===== src/rtl/ifu_prefetch.sv =====
// rtl/ifu_prefetch.sv - instruction prefetch unit: one-outstanding fetch FSM feeding a PC/instruction queue.
// Optional perf counters enabled by defining IFU_PREFETCH_PERF_EN.

package ifu_pkg;
  typedef struct packed {
    logic        valid;
    logic [63:0] addr;
  } ibus_req_t;

  typedef struct packed {
    logic        data_ok;
    logic [31:0] data;
  } ibus_resp_t;
endpackage

module ifu_prefetch
  import ifu_pkg::*;
#(
  parameter logic [63:0] RESET_PC = 64'h8000_0000,
  parameter int          QDEPTH   = 4
) (
  input  logic        clk,
  input  logic        rst,
  output ibus_req_t   ireq,
  input  ibus_resp_t  iresp,
  input  logic        redirect_valid,
  input  logic [63:0] pc_target,
  output logic        out_valid,
  input  logic        out_ready,
  output logic [63:0] out_pc,
  output logic [31:0] out_instr,
  output logic [31:0] perf_fetch,
  output logic [31:0] perf_drop
);

  localparam int AW = $clog2(QDEPTH);

  typedef enum logic [1:0] {IDLE, WAIT, DISCARD} state_t;

  state_t      state;
  logic [63:0] fetch_pc;
  logic [63:0] req_addr;
  logic [AW-1:0] wr_ptr;
  logic [AW-1:0] rd_ptr;
  logic [AW:0]   count;
  logic [63:0] pc_mem    [QDEPTH];
  logic [31:0] instr_mem [QDEPTH];

  logic full;
  logic issue;
  logic push;
  logic pop;
  logic drop;

  // Only one request can be in flight, so an IDLE issue with a free slot
  // implicitly reserves that slot for its response.
  assign full  = (count == (AW+1)'(QDEPTH));
  assign issue = (state == IDLE) && !full && !redirect_valid && !rst;
  assign push  = (state == WAIT) && iresp.data_ok && !redirect_valid;
  assign drop  = iresp.data_ok &&
                 (((state == WAIT) && redirect_valid) || (state == DISCARD));
  assign pop   = out_valid && out_ready && !redirect_valid;

  always_comb begin
    ireq.valid = issue || (!rst && ((state == WAIT) || (state == DISCARD)));
    ireq.addr  = (state == IDLE) ? fetch_pc : req_addr;
  end

  assign out_valid = (count != '0);
  assign out_pc    = pc_mem[rd_ptr];
  assign out_instr = instr_mem[rd_ptr];

  always_ff @(posedge clk) begin
    if (rst) begin
      state    <= IDLE;
      fetch_pc <= RESET_PC;
      req_addr <= RESET_PC;
    end else begin
      case (state)
        IDLE: begin
          if (redirect_valid) begin
            fetch_pc <= pc_target;
          end else if (issue) begin
            req_addr <= fetch_pc;
            state    <= WAIT;
          end
        end
        WAIT: begin
          if (iresp.data_ok) begin
            state    <= IDLE;
            fetch_pc <= redirect_valid ? pc_target : fetch_pc + 64'd4;
          end else if (redirect_valid) begin
            fetch_pc <= pc_target;
            state    <= DISCARD;
          end
        end
        DISCARD: begin
          if (redirect_valid) fetch_pc <= pc_target;
          if (iresp.data_ok)  state    <= IDLE;
        end
        default: state <= IDLE;
      endcase
    end
  end

  always_ff @(posedge clk) begin
    if (rst || redirect_valid) begin
      wr_ptr <= '0;
      rd_ptr <= '0;
      count  <= '0;
    end else begin
      if (push) begin
        pc_mem[wr_ptr]    <= fetch_pc;
        instr_mem[wr_ptr] <= iresp.data;
        wr_ptr            <= wr_ptr + AW'(1);
      end
      if (pop) rd_ptr <= rd_ptr + AW'(1);
      count <= count + (AW+1)'(push) - (AW+1)'(pop);
    end
  end

`ifdef IFU_PREFETCH_PERF_EN
  logic [31:0] fetch_cnt;
  logic [31:0] drop_cnt;

  always_ff @(posedge clk) begin
    if (rst) begin
      fetch_cnt <= '0;
      drop_cnt  <= '0;
    end else begin
      if (push && (fetch_cnt != 32'hFFFF_FFFF)) fetch_cnt <= fetch_cnt + 32'd1;
      if (drop && (drop_cnt != 32'hFFFF_FFFF))  drop_cnt  <= drop_cnt + 32'd1;
    end
  end

  assign perf_fetch = fetch_cnt;
  assign perf_drop  = drop_cnt;
`else
  assign perf_fetch = '0;
  assign perf_drop  = '0;
`endif

endmodule


===== config.mk =====
export PLATFORM = sky130hd
export DESIGN_NAME = ifu_prefetch
export DESIGN_NICKNAME = d
export VERILOG_FILES = /design/src/rtl/ifu_prefetch.sv
export SDC_FILE = /design/constraint.sdc
export NUM_CORES = 1
export LEC_CHECK = 0
export ABC_CLOCK_PERIOD_IN_PS = 3900
export CORE_ASPECT_RATIO = 0.6
export CORE_UTILIZATION = 48
export CTS_BUF_LIST = sky130_fd_sc_hd__clkbuf_2
export DETAILED_ROUTE_END_ITERATION = 8
export PLACE_DENSITY_LB_ADDON = 0.05
export SYNTH_ARGS = -nofsm -noshare
export SYNTH_HDL_FRONTEND = slang
export SYNTH_SLANG_ARGS = --single-unit

===== constraint.sdc =====
create_clock -name clk -period 3.9 [get_ports clk]
set_input_delay 0.585 -clock clk [delete_from_list [all_inputs] [get_ports clk]]
set_output_delay 0.585 -clock clk [all_outputs]
set_load 0.005 [all_outputs]

==> metrics.md <==
| Metric | Value |
|---|---|
| Outcome | completed |
| Mapped Avg Cell Area | between 10 and 15 um2 |
| Synth cell types | between 70 and 80 |
| Count of final setup violators | 0 |
| Slew margin rel. | approximately two fifths |
| Number of flops mapped to enable cells by yosys | between 300 and 400 |
| Via density | ~5.6 |
| Non-Filler Instances | between 2k and 3k |
| Min cycle time layout | 3.68 ns |
| Vias | approximately 15k |
| Sum of buffers and inverters on the critical path | 2 |
| Mux cell area share after synthesis | roughly an eighth |
| Clk slew on worst S/H paths | about 0.14 ns |
| Commonest non-fill, non-tap cell in the layout | edfxtp_1 |
| Core ar. | around 45000 um2 |
| Met2 Use GR | about two fifths |
| Root Buffer | clkbuf_2 |
| Final slew viol count | 0 |
| Worst Setup Start Kind | flop |
| # nets final | roughly 2.1k |
| Residual DRC | 0 |
| Synth Register Bits | 523 |
| CTS tree | done |
| RSZ-0062 raised after global routing | false |
| Post-Route WL | roughly 60 mm |
| Clock skew | 0.0817 ns |
| Max incr delay on CP | just over 0.6 ns |
| Total negative slack | 0 ns |
| Synth Area in Simple Gates | roughly a tenth |
| Average wire per standard cell | about 23 um |
| R2R setup slack | around 0.86 ns |
| CP Data Arrival Time | between 3 and 4 ns |
| Final Util | around 60% |
| Critical path cell sequence | buf_4 -> mux4_2 -> clkdlybuf4s50_1 |
| # rows | 60 |
| Synth area leader | edfxtp_1 |
| Worst path required time | ~3.3 ns |
| Largest family of logic cells by synthesized area | multiplexers |
| Post-DP HPWL | about 40 mm |
| Total die area | roughly 48000 um2 |
| Clock buffer depth | 3 |
| Share of layout cells above drive strength 1 | 22.5% |
| Measured slew at the worst slew-check pin | about 0.9 ns |
| Register area share after synthesis | between 60% and 70% |
| PortBufs | around 260 |
| Antenna viol nets, final | 0 |
| Die H | about 170 um |
| Met1 GRT Util | between 30% and 40% |
| FMAX | about 0.27 GHz |
| Main area contributors after synthesis | edfxtp_1, dfxtp_1, mux4_2 |
| Post-Syn Instances | 1618 |
| Total power divided by cell area | 391 nW/um2 |
| Starting Density | 49.3% |
| Final Hold Viols | 0 |
| CTS H-tree depth | 3 |
| Commonest non-fill, non-tap cells in the layout | edfxtp_1, clkdlybuf4s50_1, nand2_1 |
| Peak supply drop | roughly 0.21 mV |
| Initial antenna violation count | 1 |
| Worst-Skew Late Latency | 1.13 ns |
| Die W | around 280 um |
| Leak Pwr | roughly 0.0092 uW |
| Io pins | about 330 |
| Yosys top cell area share | 51.5% |
| Top Family by Delay on Critical Path | buffers and inverters |
| Post-Place Cells | 2444 |
| Initial DRC Count | ~1.5k |
| Gates resized, CTS repair | 0 |
| Drt pass-1 iters | 5 |
| Syn-to-layout area delta | 21.0% |
| Top FF cell, synth | edfxtp_1 |
| Total chip power | 10600 uW |
| GPL Wtd Cong | 0.913 |
| Largest net degree at the start of global routing | 65 |
| XOR/XNOR Fraction of Synth Area | 0.391% |
| Global-route wire length before repair | 90.0 mm |
| Post-synthesis compound-gate area fraction | 6.99% |
| CTS buffer count | 119 |
| Synth Area in Adders | 0.704% |
| CTS sink count | between 500 and 600 |
| Top Usage Layer GRT | met2 |
| Congestion Overflow GR | 0 |
| Critical path endpoint category | output port |
| Vias in the first global route | between 10k and 15k |
| Worst path slowest cell | dfxtp_4 |
| Asr flop ratio synth | 0% |
| Met3 GRT Util | under 10% |
| Tot GR Track Use | 25.6% |
| Hold Path Class | input port to flop |
| Synth Cell Area | ~22000 um2 |
| Total of max-cap violations | 0 |
| Period Utilization, post-route | roughly 94% |
| CP max FO | 14 |
| Yosys warns | 0 |
| Kind of critical path | flop to output port |
==> flip-flops by register name, indices dropped and copies added, names as in the netlist, named ones only <==
signal / count
state: 2
wr_ptr: 2
instr_mem: 128
rd_ptr: 2
fetch_pc: 64
count: 3
pc_mem: 256
req_addr: 64
==> cells in the mapped netlist (all sizes together) (3+ instances only) <==
cell type and n:
edfxtp 384, nand2 199, dfxtp 139, a21oi 126
buf 107, mux4 96, nor2 75, clkbuf 69
mux2 64, nand3 43, nand4 31, o21ai 25
nor3 24, a22oi 23, inv 21, nor4 21
a31oi 16, ha 11, and3 10, o22ai 10
and2 8, nor2b 8, or4 8, and4 7
mux2i 7, o211ai 7, a22o 6, o31ai 6
or3 6, xnor2 5, xor2 5, o32ai 4
a211oi 3, a21o 3, a2bb2oi 3, nand4b 3
o21a 3, o221a 3, o31a 3
==> routing by layer <==
layer  routed length, um  share of wire, %
met2               28300                46
met4                1020               1.6
met3                4470               7.3
met5                   0                 0
met1               27800                45
==> tightest hold or removal path, delay by kind of cell <==
kind / cells / cell delay, ns
AO/OA/AOI/OAI: 2 / 0.14
buffers and inverters: 1 / 0.22
AND/OR/NAND/NOR: 2 / 0.18
==> what timing repair did <==
action | in CTS | in global routing
endpoints found under the setup margin | 131 | 23
setup buffers | 3 | 1
pin swaps | 1 | 0
hold buffers | 16 | 0
hold endpoints to repair | 57 | 0
==> worst paths after layout <==
path / start / end / cells past startpoint
min: redirect_valid / fetch_pc[7] / 5
max: flop / out_pc[20] / 3
max reg2reg: state[1] / fetch_pc[59] / 9
min reg2reg: req_addr[42] / req_addr[42] / 2
==> cells by family after synthesis <==
logic type | count (synthesis)
compound gates | 255
xor+xnor | 10
fa+ha+maj | 12
buf+inv | 198
flops | 523
mux | 167
other cells | 1
simple gates | 452
==> stage by stage <==
step | hold WS [ns] | area (um2) | setup slack [ns]
finish | 0.123 | 27100 | 0.222
floorplan | 0.434 | 22600 | 1.02
detailed placement | 0.446 | 25700 | 0.641
CTS | 0.00946 | 27100 | 0.0258
global route | 0.0599 | 27100 | 0.0551
global placement | 0.438 | 25700 | 0.736
==> where the power goes <==
part / total [uW] / leakage (uW) / internal [uW] / switching [uW]
sequential: 6160 / 0.00463 / 6030 / 137
clock: 3660 / 0.000892 / 1440 / 2230
combinational: 772 / 0.00369 / 379 / 392
total: 10600 / 0.00922 / 7840 / 2760
==> layout make-up <==
cell class / count / area (um2)
sequential: 523 / 14300
antenna: 5 / 12.5
inverter: 21 / 78.8
tap: 620 / 776
clock buffer: 190 / 951
clock inverter: 38 / 214
fill: 3627 / 18300
timing repair buffer: 340 / 3440
multi-input combinational: 960 / 7310
(Power assumes the default switching activity.)
